===== src/rtl/bundle_linear_mapper.sv =====
// Address sequencer that bundles stored hypervectors element by element: reads the
// matching element of every input HV, streams it to a bundling kernel, writes the result.
module bundle_linear_mapper #(
  parameter int HV_DATA_WIDTH          = 32,
  parameter int HV_ADDRESS_WIDTH       = 5,
  parameter int MAX_HYPERVECTOR_LENGTH = 4
) (
  input  logic                        clk,
  input  logic                        reset,
  input  logic                        valid,
  input  logic [HV_ADDRESS_WIDTH-1:0] hva,
  input  logic [HV_ADDRESS_WIDTH-1:0] hvb,
  input  logic [HV_ADDRESS_WIDTH-1:0] hvc,
  input  logic [HV_ADDRESS_WIDTH-1:0] hv_offset,
  input  logic                        mode,
  output logic                        we_n,
  output logic [HV_ADDRESS_WIDTH-1:0] address,
  output logic [HV_DATA_WIDTH-1:0]    data_wr,
  input  logic [HV_DATA_WIDTH-1:0]    data_rd,
  output logic                        done,
  output logic                        k_valid,
  output logic                        k_first,
  output logic                        k_last,
  output logic [HV_DATA_WIDTH-1:0]    k_data_in,
  input  logic [HV_DATA_WIDTH-1:0]    k_data_out,
  input  logic                        k_ready,
  input  logic                        k_done
);

  localparam int AW = HV_ADDRESS_WIDTH;
  localparam int DW = HV_DATA_WIDTH;
  localparam int L  = MAX_HYPERVECTOR_LENGTH;
  localparam int EW = (L > 1) ? $clog2(L) : 1;
  localparam logic [AW-1:0] L_AW   = AW'(L);
  localparam logic [EW-1:0] E_LAST = EW'(L - 1);

  typedef enum logic [2:0] {
    S_IDLE, S_RD, S_FEED, S_WAIT_K, S_WRITE, S_DONE
  } state_t;

  state_t          state_q, state_d;
  logic [EW-1:0]   e_q;
  logic [AW-1:0]   i_q, last_q;
  logic [AW-1:0]   hva_q, hvb_q, hvc_q, off_q;
  logic            mode_q;
  logic [DW-1:0]   result_q;
  logic [AW-1:0]   base_i, rd_addr, wr_addr;

  // Range mode walks input HVs at a fixed stride; pair mode alternates hva/hvb.
  always_comb begin
    base_i  = mode_q ? (hva_q + i_q * L_AW) : ((i_q == '0) ? hva_q : hvb_q);
    rd_addr = off_q + base_i + AW'(e_q);
    wr_addr = off_q + hvc_q + AW'(e_q);
  end

  // NOTE: every output and next-state signal gets a default first so no branch can infer a latch.
  always_comb begin
    state_d   = state_q;
    we_n      = 1'b1;
    done      = 1'b0;
    k_valid   = 1'b0;
    k_first   = 1'b0;
    k_last    = 1'b0;
    address   = '0;
    data_wr   = '0;
    k_data_in = '0;
    case (state_q)
      S_IDLE: if (valid) state_d = S_RD;
      S_RD: begin
        address = rd_addr;
        state_d = S_FEED;
      end
      S_FEED: begin
        // Address stays on the read location so the registered RAM keeps presenting the word.
        address = rd_addr;
        if (k_ready) begin
          k_valid   = 1'b1;
          k_data_in = data_rd;
          k_first   = (i_q == '0);
          k_last    = (i_q == last_q);
          state_d   = (i_q == last_q) ? S_WAIT_K : S_RD;
        end
      end
      S_WAIT_K: if (k_done) state_d = S_WRITE;
      S_WRITE: begin
        address = wr_addr;
        data_wr = result_q;
        we_n    = 1'b0;
        state_d = (e_q == E_LAST) ? S_DONE : S_RD;
      end
      S_DONE: begin
        done = 1'b1;
        if (!valid) state_d = S_IDLE;
      end
      default: state_d = S_IDLE;
    endcase
  end

  // NOTE: sequential state uses non-blocking assignments so every register samples pre-edge values.
  always_ff @(posedge clk or posedge reset) begin
    if (reset) begin
      state_q  <= S_IDLE;
      e_q      <= '0;
      i_q      <= '0;
      last_q   <= '0;
      hva_q    <= '0;
      hvb_q    <= '0;
      hvc_q    <= '0;
      off_q    <= '0;
      mode_q   <= 1'b0;
      result_q <= '0;
    end else begin
      state_q <= state_d;
      case (state_q)
        S_IDLE: if (valid) begin
          hva_q  <= hva;
          hvb_q  <= hvb;
          hvc_q  <= hvc;
          off_q  <= hv_offset;
          mode_q <= mode;
          last_q <= mode ? ((hvb - hva) / L_AW) : AW'(1);
          e_q    <= '0;
          i_q    <= '0;
        end
        S_FEED:   if (k_ready && (i_q != last_q)) i_q <= i_q + AW'(1);
        S_WAIT_K: if (k_done) result_q <= k_data_out;
        S_WRITE: begin
          i_q <= '0;
          if (e_q != E_LAST) e_q <= e_q + EW'(1);
        end
        default: ;
      endcase
    end
  end

endmodule


===== config.mk =====
export PLATFORM = sky130hd
export DESIGN_NAME = bundle_linear_mapper
export DESIGN_NICKNAME = d
export VERILOG_FILES = /design/src/rtl/bundle_linear_mapper.sv
export SDC_FILE = /design/constraint.sdc
export NUM_CORES = 1
export LEC_CHECK = 0
export ABC_CLOCK_PERIOD_IN_PS = 3490
export BUFFER_PORTS_ARGS = -buffer_cell sky130_fd_sc_hd__buf_2
export CAP_MARGIN = 30
export CORE_MARGIN = 2
export CORE_UTILIZATION = 48
export CTS_CLUSTER_SIZE = 30
export DETAILED_ROUTE_END_ITERATION = 16
export HOLD_SLACK_MARGIN = 0.03
export PLACE_DENSITY = 0.9
export SLEW_MARGIN = 0
export SYNTH_ARGS = -nofsm -noshare
export SYNTH_HDL_FRONTEND = slang
export SYNTH_SLANG_ARGS = --single-unit

===== constraint.sdc =====
create_clock -name clk -period 3.49 [get_ports clk]
set_input_delay 0.349 -clock clk [delete_from_list [all_inputs] [get_ports clk]]
set_output_delay 0.349 -clock clk [all_outputs]
set_load 0.02 [all_outputs]

# Word-level counts from Yosys, hierarchy flattened
# Cells that the tools add are included.
# W data, S select, Z words.
word_totals:
  out_inout_bits: 74
  regBits: 68
  word_cells: 72
  in_bits: 90
classes:
  n_mux: 28
  eq_ne: 15
  n_reduce_logical: 11
  n_addsub: 8
ops:
  columns: ["operator", "count"]
  rows:
  - ["$mux W32", 3]
  - ["$mux W5", 4]
  - ["$mux W3", 6]
  - ["$pmux W3 S6", 1]
  - ["$add A5 B5 Y5", 3]
  - ["$pmux W5 S3", 1]
  - ["$ne A2 B2 Y1 const B", 7]
  - ["$add A5 B2 Y5", 2]
  - ["$pmux W5 S2", 1]
  - ["$mux W1", 8]
  - ["$eq A3 B2 Y1 const B", 2]
  - ["$eq A3 B3 Y1 const B", 2]
  - ["$mux W2", 3]
  - ["$reduce_and A3 Y1", 2]
  - ["$add A5 B1 Y5 const B", 1]
  - ["$eq A5 B5 Y1", 1]
  - ["$logic_not A5 Y1", 1]
  - ["$ne A5 B5 Y1", 1]
  - ["$sub A5 B5 Y5", 1]
  - ["$pmux W2 S2", 1]
  - ["$reduce_and A2 Y1", 2]
  - ["$reduce_and A4 Y1", 1]
  - ["$eq A3 B1 Y1 const B", 1]
  - ["$logic_not A3 Y1", 1]
  - ["6 further kinds", 6]

# Logic depth before layout (Yosys ltp)
# Gate-level depths: netlist of run 1.
depth:
  word_depth: 6
  ltp_mapped: 13
  ltp_nobuf: 13

# Least setup slack after synthesis of run 1
# OpenSTA, ideal clock, no wires.
synth_path:
  path_type: "register to output"
  startpoint: "register i_q[0]"
  endpoint: "output address[2]"
  path_slack_ns: 0.276
  t_arrival_ns: 2.865
  stages_incl_launch_ff: 12
  path_buffers: 0
  path_cell_list: "dfrtp_1 -> inv_1 -> ha_1 -> nor4b_4 -> nor2_1 -> mux2i_1 -> fa_1 -> inv_1 -> ha_1 -> inv_1 -> fa_1 -> o21ai_0"
synth_between:
  elab_chain_len: 6
synth_rtl:
  columns: ["item", "line_no", "source"]
  rows:
  - ["from (decl)", "43", "logic [AW-1:0] i_q, last_q;"]
  - ["from (signal assigned)", "125", "S_FEED: if (k_ready && (i_q != last_q)) i_q <= i_q + AW'(1);"]
  - ["parallel branches: the longest is 2 deep, another holds $add A5 B5 Y5", null, null]
  - ["$mux W5 *", "51", "base_i = mode_q ? (hva_q + i_q * L_AW) : ((i_q == '0) ? hva_q : hvb_q);"]
  - ["$add A5 B5 Y5 *", "52", "rd_addr = off_q + base_i + AW'(e_q);"]
  - ["$add A5 B2 Y5 *", "52", null]
  - ["$pmux W5 S2 *", "67", "case (state_q)"]
  - ["to (decl)", "17", "output logic [HV_ADDRESS_WIDTH-1:0] address,"]
# Every way passes the cells marked *.

# Final worst setup path of run 1
layout_path:
  startpoint: "register i_q[1]"
  endpoint: "output address[4]"
# Same word-level chain as after synthesis.

==> results of run 1 <==
==> cell usage in the layout (no fill, tap or decap), types with 4 or more instances in the layout <==
cell,n
o21ai_0,10
ha_1,15
inv_1,20
fa_1,6
o22ai_1,4
mux2i_1,7
a21oi_1,5
buf_2,161
buf_4,13
mux2_2,51
nand2_1,16
clkbuf_8,10
dfrtp_1,64
nor2_1,9
and2_1,65
xor2_1,9
xnor2_1,12
==> critical path, stage by stage (launching register included) <==
cell and delay, ns:
dfrtp_2 0.42, inv_2 0.09, ha_4 0.12, nor4b_4 0.24, buf_4 0.18, mux2i_1 0.21, o21ai_1 0.10, ha_1 0.31
ha_1 0.28, a21o_1 0.20, a21oi_2 0.14, xnor2_1 0.15, xnor2_1 0.09, o22ai_1 0.16, buf_4 0.16
==> power by group <==
group	leakage, nW	switching, mW	total [mW]	internal (mW)
registers	0.800	0.261	1.38	1.12
clock network	0.109	0.291	0.711	0.420
logic	1.80	1.25	2.42	1.18
==> layer usage <==
metal | share of wire | wire length [µm] | up-vias
met5 | 0 | 0 | -
met4 | 0.026 | 252 | 0
met3 | 0.071 | 695 | 19
met2 | 0.54 | 5260 | 152
met1 | 0.37 | 3600 | 1586
li1 | - | - | 1514
==> area by class of cell <==
| class | count | area [µm²] |
|---|---|---|
| diodes | 1 | 2.50 |
| clock buffers | 11 | 141 |
| clock inverters | 5 | 77.6 |
| fillers | 624 | 2680 |
| inverters | 23 | 86.3 |
| multi-input cells | 247 | 2070 |
| flip-flops and latches | 66 | 1650 |
| well taps | 102 | 128 |
| repair buffers | 176 | 933 |
==> kinds of logic after synthesis <==
group                    Yosys count
AND/OR/NAND/NOR                  107
multiplexers                      58
XOR/XNOR                          21
adder cells (fa/ha/maj)           25
buffers and inverters             39
AO/OA/AOI/OAI                     36
flip-flops                        66
==> final timing paths <==
check | from | end | slack, ns | cells past startpoint
max | i_q[1] | address[4] | -0.05 | 14
min | hv_offset[1] | off_q[1] | 0.23 | 3
max reg2reg | i_q[1] | i_q[4] | 1.56 | 7
min reg2reg | result_q[23] | result_q[23] | 0.50 | 1
max in group asynchronous | reset | result_q[4] | 2.11 | 5
min in group asynchronous | reset | result_q[14] | 0.54 | 3
==> sequential cells by signal, indices dropped and copies added, names as in the netlist <==
register,count
i_q,5
hvc_q,5
e_q,2
off_q,5
last_q,3
mode_q,1
hvb_q,5
result_q,32
state_q,3
hva_q,5
==> timing repair <==
| action | CTS | global route |
|---|---|---|
| setup endpoints to repair | 3 | 3 |
| hold buffers | 1 | 0 |
| gates cloned | 0 | 0 |
| hold endpoints to repair | 16 | 0 |
| pin swaps | 0 | 8 |
| resized for setup | 5 | 10 |
| buffers inserted | 4 | 1 |
==> through the flow <==
stage               instances  hold WS [ns]  area (µm²)   util  worst slack, ns
floorplan                 352         0.466        3850      -            0.276
global placement          607         0.479        4770  0.614            0.325
detailed placement        608         0.353        4790  0.617            0.197
CTS                       629         0.210        5060  0.652           0.0151
global route              631         0.226        5090  0.656           -0.210
finish                    631         0.230        5090  0.656          -0.0542
==> flow_metrics.env, run 1 <==
export IMPL_ys_types=38
export IMPL_drc_errors=0
export IMPL_wl_um=9800
export IMPL_root_buffer="clkbuf_8"
export IMPL_synthFlopType="dfrtp_1"
export IMPL_ir_drop_v=0.000697
export IMPL_synth_area_leader_cell="dfrtp_1"
export IMPL_vias_per_cell=5.18
export IMPL_syn_inst=352
export IMPL_ys_async_sr_fraction=1.00
export IMPL_die_area_mm2=0.00876
export IMPL_portBuffers=163
export IMPL_hp_class="input pin to register"
export IMPL_nNetsFinal=637
export IMPL_outcome="finished with violations"
export IMPL_drive_gt1_frac=0.489
export IMPL_endpoint_kind="output pin"
export IMPL_drt_initial_drc_count=137
export IMPL_clk_pin_slew_ns=0.07
export IMPL_setup_ws_ns=-0.0542
export IMPL_use_met1=0.254
export IMPL_seq_area_frac_synth=0.429
export IMPL_synth_area_per_cell_um2=10.9
export IMPL_slew_viol_final=0
export IMPL_final_hold_violation_count=0
export IMPL_path_class="register to output pin"
export IMPL_gr_max_usage_layer="met2"
export IMPL_synth_fa_ha_area_frac=0.0942
export IMPL_synth_area_leaders="dfrtp_1 (43%), mux2_2 (15%), and2_1 (11%)"
export IMPL_die_h_um=93.6
export IMPL_violations="setup timing"
export IMPL_synth_commonest_cells="dfrtp_1 (66), and2_1 (65), mux2_2 (51)"
export IMPL_tightest_slew_ns=0.807
export IMPL_clkSinkCount=66
export IMPL_synthSimpleGateAreaFrac=0.161
export IMPL_grt_max_degree=36
export IMPL_grt_pass1_vias=3325
export IMPL_tns_ns=-0.0542
export IMPL_rsz0062_at_grt="yes"
export IMPL_track_usage=0.225
export IMPL_grtUsageMet3=0.0387
export IMPL_grt_overflow_total=0
export IMPL_cp_arrival_ns=3.20
export IMPL_fmax_mhz=282
export IMPL_power_mw=4.52
export IMPL_fin_crit_ns=3.54
export IMPL_row_count=32
export IMPL_synthMuxAreaShare=0.167
export IMPL_synth_xor_area_frac=0.0477
export IMPL_initial_core_util=0.496
export IMPL_leakage_nw=2.71
export IMPL_grt_use_met2=0.415
export IMPL_route_vias_total=3271
export IMPL_powerDensity_mw_per_mm2=888
export IMPL_die_x_um=93.6
export IMPL_relSlewSlack=0.462
export IMPL_antenna_found_initial=1
export IMPL_post_drt_wl_per_cell_um=15.5
export IMPL_grt_pass1_wl_um=15300
export IMPL_crit_fanout=3
export IMPL_synth_edf_count=0
export IMPL_maxCapViolations=0
export IMPL_synth_area_mm2=0.00385
export IMPL_cp_start_kind="register"
export IMPL_period_share=1.02
export IMPL_yosys_area_top_type_share=0.429
export IMPL_synth_most_common_cell="dfrtp_1"
export IMPL_dpl_hpwl_um=7420
export IMPL_synth_seq_cells=66
export IMPL_synth_top_family_by_area="multiplexers"
export IMPL_numCtsBuffers=9
export IMPL_h_tree_depth=3
export IMPL_fin_worst_skew_ns=0.00623
export IMPL_dr_pass1_iters=4
export IMPL_tritoncts="built"
export IMPL_clk_path_buf_depth=2
export IMPL_place_congestion=0.936
export IMPL_ant_nets=0
export IMPL_core_area_mm2=0.00777
export IMPL_synth_compound_area_frac=0.0588
export IMPL_setup_viol=1
export IMPL_ys_warn_count=0
export IMPL_insertion_delay_ns=0.34
export IMPL_synth_nets=466
export IMPL_critPathRequiredTime_ns=3.14
export IMPL_ios=164
export IMPL_syn_to_final_growth_pct=32.1
Note: power is estimated with default switching activity, not from simulation.
==> inputs of run 2 (changes only) <==
--- a/config.mk
+++ b/config.mk
@@ -5,7 +5,7 @@
 export SDC_FILE = /design/constraint.sdc
 export NUM_CORES = 1
 export LEC_CHECK = 0
-export ABC_CLOCK_PERIOD_IN_PS = 3490
+export ABC_CLOCK_PERIOD_IN_PS = 3300
 export BUFFER_PORTS_ARGS = -buffer_cell sky130_fd_sc_hd__buf_2
 export CAP_MARGIN = 30
 export CORE_MARGIN = 2
==> constraint.sdc (replaced) <==
create_clock -name clk -period 3.3 [get_ports clk]
set_input_delay 0.33 -clock clk [delete_from_list [all_inputs] [get_ports clk]]
set_output_delay 0.33 -clock clk [all_outputs]
set_load 0.02 [all_outputs]
==> flow_metrics.env, run 2 (same netlist as run 1, synthesis figures left out) <==
export IMPL_grt_pass1_wl_um=15400
export IMPL_combinationalPowerShare=0.577
export IMPL_final_seq_area_mm2=0.00165
export IMPL_fin_worst_skew_ns=0.0132
export IMPL_fmax_mhz=283
export IMPL_die_h_um=93.6
export IMPL_fin_crit_ns=3.54
export IMPL_power_mw=4.90
export IMPL_wl_um=10500
export IMPL_outcome="finished with violations"
export IMPL_clk_pin_slew_ns=0.07
export IMPL_placedCellCount=607
export IMPL_numCtsBuffers=9
export IMPL_mostFrequentLayoutCell="buf_2"
export IMPL_post_drt_wl_per_cell_um=16.7
export IMPL_hp_class="input pin to asynchronous set/reset pin"
export IMPL_clkPwrFrac=0.123
export IMPL_relSlewSlack=0.439
export IMPL_ir_drop_v=0.000770
export IMPL_ant_nets=0
export IMPL_r2r_cells=5
export IMPL_regToRegSetupSlack_ns=1.43
export IMPL_drc_errors=0
export IMPL_place_ws_ns=0.0267
export IMPL_nFillCells=612
export IMPL_cts_hold_buf=0
export IMPL_dpl_hpwl_um=7730
export IMPL_tns_ns=-0.425
export IMPL_p_switching_mw=2.04
export IMPL_r2r_start="state_q[1]"
export IMPL_vias_per_cell=5.18
export IMPL_antenna_found_initial=0
export IMPL_swShare=0.416
export IMPL_core_area_mm2=0.00777
export IMPL_crit_top_cell="buf_4"
export IMPL_nNetsFinal=635
export IMPL_critPathMaxStageDelay_ns=0.38
export IMPL_grt_max_degree=40
export IMPL_violations="setup timing"
export IMPL_rsz0062_at_grt="yes"
export IMPL_path_cells="inv_1, ha_2, nor4b_4, buf_4, mux2i_1, o21ai_1, ha_1, ha_4, a21o_1, a21oi_2, xnor2_2, xnor2_1, o22ai_1, buf_4"
export IMPL_diodes=0
export IMPL_powerDensity_mw_per_mm2=969
export IMPL_die_area_mm2=0.00876
export IMPL_crit_slowest_cell="dfrtp_1"
export IMPL_setup_ws_ns=-0.238
export IMPL_period_share=1.07
export IMPL_holdWs_ns=0.173
export IMPL_row_count=32
export IMPL_root_buffer="clkbuf_8"
export IMPL_multiInputGateArea_mm2=0.00211
export IMPL_cp_start_kind="register"
export IMPL_initial_core_util=0.496
export IMPL_cp_arrival_ns=3.21
export IMPL_path_class="register to output pin"
export IMPL_clkSinkCount=66
export IMPL_place_area_mm2=0.00477
export IMPL_route_vias_total=3252
export IMPL_p_int_mw=2.86
export IMPL_portBuffers=163
export IMPL_slew_viol_final=0
export IMPL_critPathRequiredTime_ns=2.97
export IMPL_tightest_slew_ns=0.840
export IMPL_clk_path_buf_depth=2
export IMPL_most_common_layout_cells="buf_2 (160), dfrtp_1 (66), and2_1 (65)"
export IMPL_grt_pass1_vias=3287
export IMPL_grt_overflow_total=0
export IMPL_largest_reg_flops=32
export IMPL_ios=164
export IMPL_fin_area_mm2=0.00505
export IMPL_setup_viol=3
export IMPL_crit_fanout=4
export IMPL_maxCapViolations=0
export IMPL_place_congestion=0.946
export IMPL_final_hold_violation_count=0
export IMPL_track_usage=0.229
export IMPL_drive_gt1_frac=0.494
export IMPL_rr_endpoint="i_q[3]"
export IMPL_dr_pass1_iters=4
export IMPL_tritoncts="built"
export IMPL_fin_cells=628
export IMPL_insertion_delay_ns=0.33
export IMPL_syn_to_final_growth_pct=31.1
export IMPL_die_x_um=93.6
export IMPL_endpoint_kind="output pin"
export IMPL_leakage_nw=2.68
export IMPL_final_util=0.650
export IMPL_h_tree_depth=3
export IMPL_drt_initial_drc_count=295
export IMPL_seqPwrFrac=0.300
export IMPL_largest_register="result_q"
==> run 2: changes by cell type in the layout (fill, tap and decap cells not counted), moves of 2 or more <==
cell       previous run  this run
bufinv_16             2         0
dfrtp_1              64        66
dfrtp_2               2         0
ha_1                 15        13
ha_4                  1         3
==> run 2: metal layers <==
metal	vias to the layer above	track usage	routed length [µm]
met5	-	0	0
met3	30	0.0379	692
met4	0	0.111	373
met2	173	0.431	5670
met1	1542	0.248	3760
li1	1507	-	-
==> run 2: cell type report <==
cell class | instances | area share
Multi-Input combinational cell | 247 | 0.417
Tap cell | 102 | 0.0253
Clock buffer | 11 | 0.0280
Clock inverter | 5 | 0.00594
Inverter | 23 | 0.0171
Sequential cell | 66 | 0.327
Timing Repair Buffer | 174 | 0.180
==> run 2: power groups by stage <==
stage	registers [mW]	logic, mW	clock network [mW]
after detailed placement	1.48	2.41	0
after global routing	1.52	3.10	0.645
after floorplan	1.36	1.83	0
after global placement	1.45	2.27	0
after CTS	1.46	2.51	0.617
final	1.47	2.83	0.602
==> run 2: worst max path at each step <==
stage	from	end	cells after the start	slack (ns)
after floorplan	i_q[0]	address[2]	11	0.10
after global placement	i_q[1]	address[4]	13	0.16
after detailed placement	i_q[1]	address[4]	14	0.03
after CTS	i_q[1]	address[4]	14	-0.18
after global routing	i_q[1]	address[4]	14	-0.38
final	i_q[1]	address[4]	14	-0.24
==> run 2: critical path: cells and delay by family (launching register included) <==
kind / cells / cell delay [ns]
buf+inv: 3 / 0.46
compound gates: 4 / 0.59
xor+xnor: 2 / 0.23
mux: 1 / 0.20
fa+ha+maj: 3 / 0.75
simple gates: 1 / 0.26
flops: 1 / 0.38
==> run 2: timing repair <==
item	CTS	global route
setup endpoints to repair	3	3
cloned	0	0
pin swaps	4	5
hold endpoints to repair	0	0
gates resized for setup	3	17
setup buffers	3	2
==> inputs of run 3 (changes only) <==
--- a/config.mk
+++ b/config.mk
@@ -12,8 +12,10 @@
 export CORE_UTILIZATION = 48
 export CTS_CLUSTER_SIZE = 30
 export DETAILED_ROUTE_END_ITERATION = 16
+export GPL_TIMING_DRIVEN = 0
 export HOLD_SLACK_MARGIN = 0.03
 export PLACE_DENSITY = 0.9
+export SETUP_SLACK_MARGIN = 0.2
 export SLEW_MARGIN = 0
 export SYNTH_ARGS = -nofsm -noshare
 export SYNTH_HDL_FRONTEND = slang
==> flow_metrics.env, run 3 (same netlist as run 1, synthesis figures left out) <==
export IMPL_grt_pass1_wl_um=15000
export IMPL_setup_ws_ns=-0.239
export IMPL_crit_slowest_cell="dfrtp_2"
export IMPL_combinationalPowerShare=0.559
export IMPL_dpl_hpwl_um=7420
export IMPL_largest_register="result_q"
export IMPL_outcome="finished with violations"
export IMPL_antenna_found_initial=1
export IMPL_root_buffer="clkbuf_8"
export IMPL_place_congestion=0.823
export IMPL_critPathMaxStageDelay_ns=0.42
export IMPL_powerDensity_mw_per_mm2=1010
export IMPL_drive_gt1_frac=0.501
export IMPL_final_util=0.676
export IMPL_rr_endpoint="last_q[1]"
export IMPL_crit_fanout=5
export IMPL_path_class="register to output pin"
export IMPL_clkPwrFrac=0.172
export IMPL_clk_pin_slew_ns=0.08
export IMPL_holdWs_ns=0.0833
export IMPL_power_mw=5.29
export IMPL_p_int_mw=3.25
export IMPL_tritoncts="built"
export IMPL_die_x_um=93.6
export IMPL_ios=164
export IMPL_r2r_cells=4
export IMPL_route_vias_total=3220
export IMPL_initial_core_util=0.496
export IMPL_vias_per_cell=5.02
export IMPL_insertion_delay_ns=0.34
export IMPL_crit_start="i_q[1]"
export IMPL_critPathRequiredTime_ns=2.97
export IMPL_final_hold_violation_count=0
export IMPL_p_switching_mw=2.04
export IMPL_syn_to_final_growth_pct=36.2
export IMPL_path_cells="inv_2, ha_4, nor4b_4, buf_6, mux2i_2, o21ai_2, ha_1, ha_1, a21o_1, a21oi_2, xnor2_1, xnor2_1, o22ai_2, buf_6"
export IMPL_row_count=32
export IMPL_seqPwrFrac=0.269
export IMPL_cp_start_kind="register"
export IMPL_placedCellCount=618
export IMPL_most_common_layout_cells="buf_2 (165), and2_1 (65), dfrtp_1 (64)"
export IMPL_cp_arrival_ns=3.21
export IMPL_regToRegSetupSlack_ns=1.48
export IMPL_grt_pass1_vias=3253
export IMPL_numCtsBuffers=9
export IMPL_die_h_um=93.6
export IMPL_clkSinkCount=66
export IMPL_fin_crit_ns=3.54
export IMPL_relSlewSlack=0.545
export IMPL_mostFrequentLayoutCell="buf_2"
export IMPL_fin_worst_skew_ns=0.00353
export IMPL_endpoint_kind="output pin"
export IMPL_portBuffers=163
export IMPL_largest_reg_flops=32
export IMPL_violations="setup timing"
export IMPL_swShare=0.386
export IMPL_h_tree_depth=3
export IMPL_drt_initial_drc_count=128
export IMPL_setup_viol=3
export IMPL_drc_errors=0
export IMPL_slew_viol_final=0
export IMPL_nNetsFinal=648
export IMPL_die_area_mm2=0.00876
export IMPL_track_usage=0.224
export IMPL_post_drt_wl_per_cell_um=15.3
export IMPL_cts_hold_buf=0
export IMPL_maxCapViolations=0
export IMPL_rsz0062_at_grt="yes"
export IMPL_fmax_mhz=283
export IMPL_clk_path_buf_depth=2
export IMPL_nFillCells=571
export IMPL_period_share=1.07
export IMPL_hp_class="input pin to asynchronous set/reset pin"
export IMPL_wl_um=9800
export IMPL_dr_pass1_iters=4
export IMPL_critPathCapture="address[4]"
export IMPL_grt_max_degree=38
export IMPL_r2r_start="state_q[2]"
export IMPL_grt_overflow_total=0
export IMPL_fin_cells=642
export IMPL_ir_drop_v=0.00120
export IMPL_core_area_mm2=0.00777
export IMPL_leakage_nw=2.76
export IMPL_tightest_slew_ns=0.681
export IMPL_ant_nets=0
run 3: cell type report:
cell class / instances / area, µm² / area share
buffer: 16 / 78.8 / 0.0150
clock buffer: 10 / 128 / 0.0243
antenna: 1 / 2.50 / 0.000477
timing repair buffer: 171 / 917 / 0.175
sequential: 66 / 1650 / 0.315
clock inverter: 6 / 138 / 0.0262
multi-input combinational: 247 / 2120 / 0.403
tap: 102 / 128 / 0.0243
inverter: 23 / 86.3 / 0.0164
run 3: worst min path at each step:
stage | startpoint | end | cells past startpoint
floorplan | hvc[0] | hvc_q[0] | 2
global placement | result_q[7] | result_q[7] | 1
detailed placement | reset | result_q[19] | 2
CTS | reset | result_q[19] | 2
global route | reset | result_q[6] | 2
finish | reset | result_q[13] | 2
run 3: per-stage QoR:
stage	cell area (µm²)	setup TNS (ns)	setup WS, ns
floorplan	3870	0	0.247
global placement	4810	-0.103	-0.0598
detailed placement	4830	-0.196	-0.0957
CTS	5220	-0.425	-0.246
global route	5250	-0.881	-0.366
finish	5250	-0.461	-0.239
run 3: critical path, delay by kind of cell, from the launching register on:
kind,cells,cell delay [ns]
adders and majority gates,3,0.75
AOI/OAI and AO/OA,4,0.65
DFF,1,0.42
buffers and inverters,3,0.39
xor gates and xnor gates,2,0.24
muxes,1,0.24
and+or+nand+nor,1,0.18
run 3: power groups by stage:
| stage | Combinational (mW) | Clock [mW] | Sequential, mW |
|---|---|---|---|
| finish | 2.96 | 0.912 | 1.42 |
| global route | 3.24 | 0.953 | 1.46 |
| CTS | 2.88 | 0.915 | 1.42 |
| detailed placement | 2.48 | 0 | 1.44 |
| global placement | 2.38 | 0 | 1.41 |
| floorplan | 1.89 | 0 | 1.36 |
run 3: per-layer routing:
metal | vias up | GRT usage | part of all wire
li1 | 1539 | - | -
met1 | 1541 | 0.248 | 0.37
met2 | 126 | 0.426 | 0.54
met3 | 14 | 0.0580 | 0.068
met4 | 0 | 0.0556 | 0.015
met5 | - | 0 | 0
run 3: repair_timing:
item	4_1_cts	5_1_grt
buffers inserted	6	1
resized for setup	25	5
endpoints found under the setup margin	4	4
pin swaps	10	5
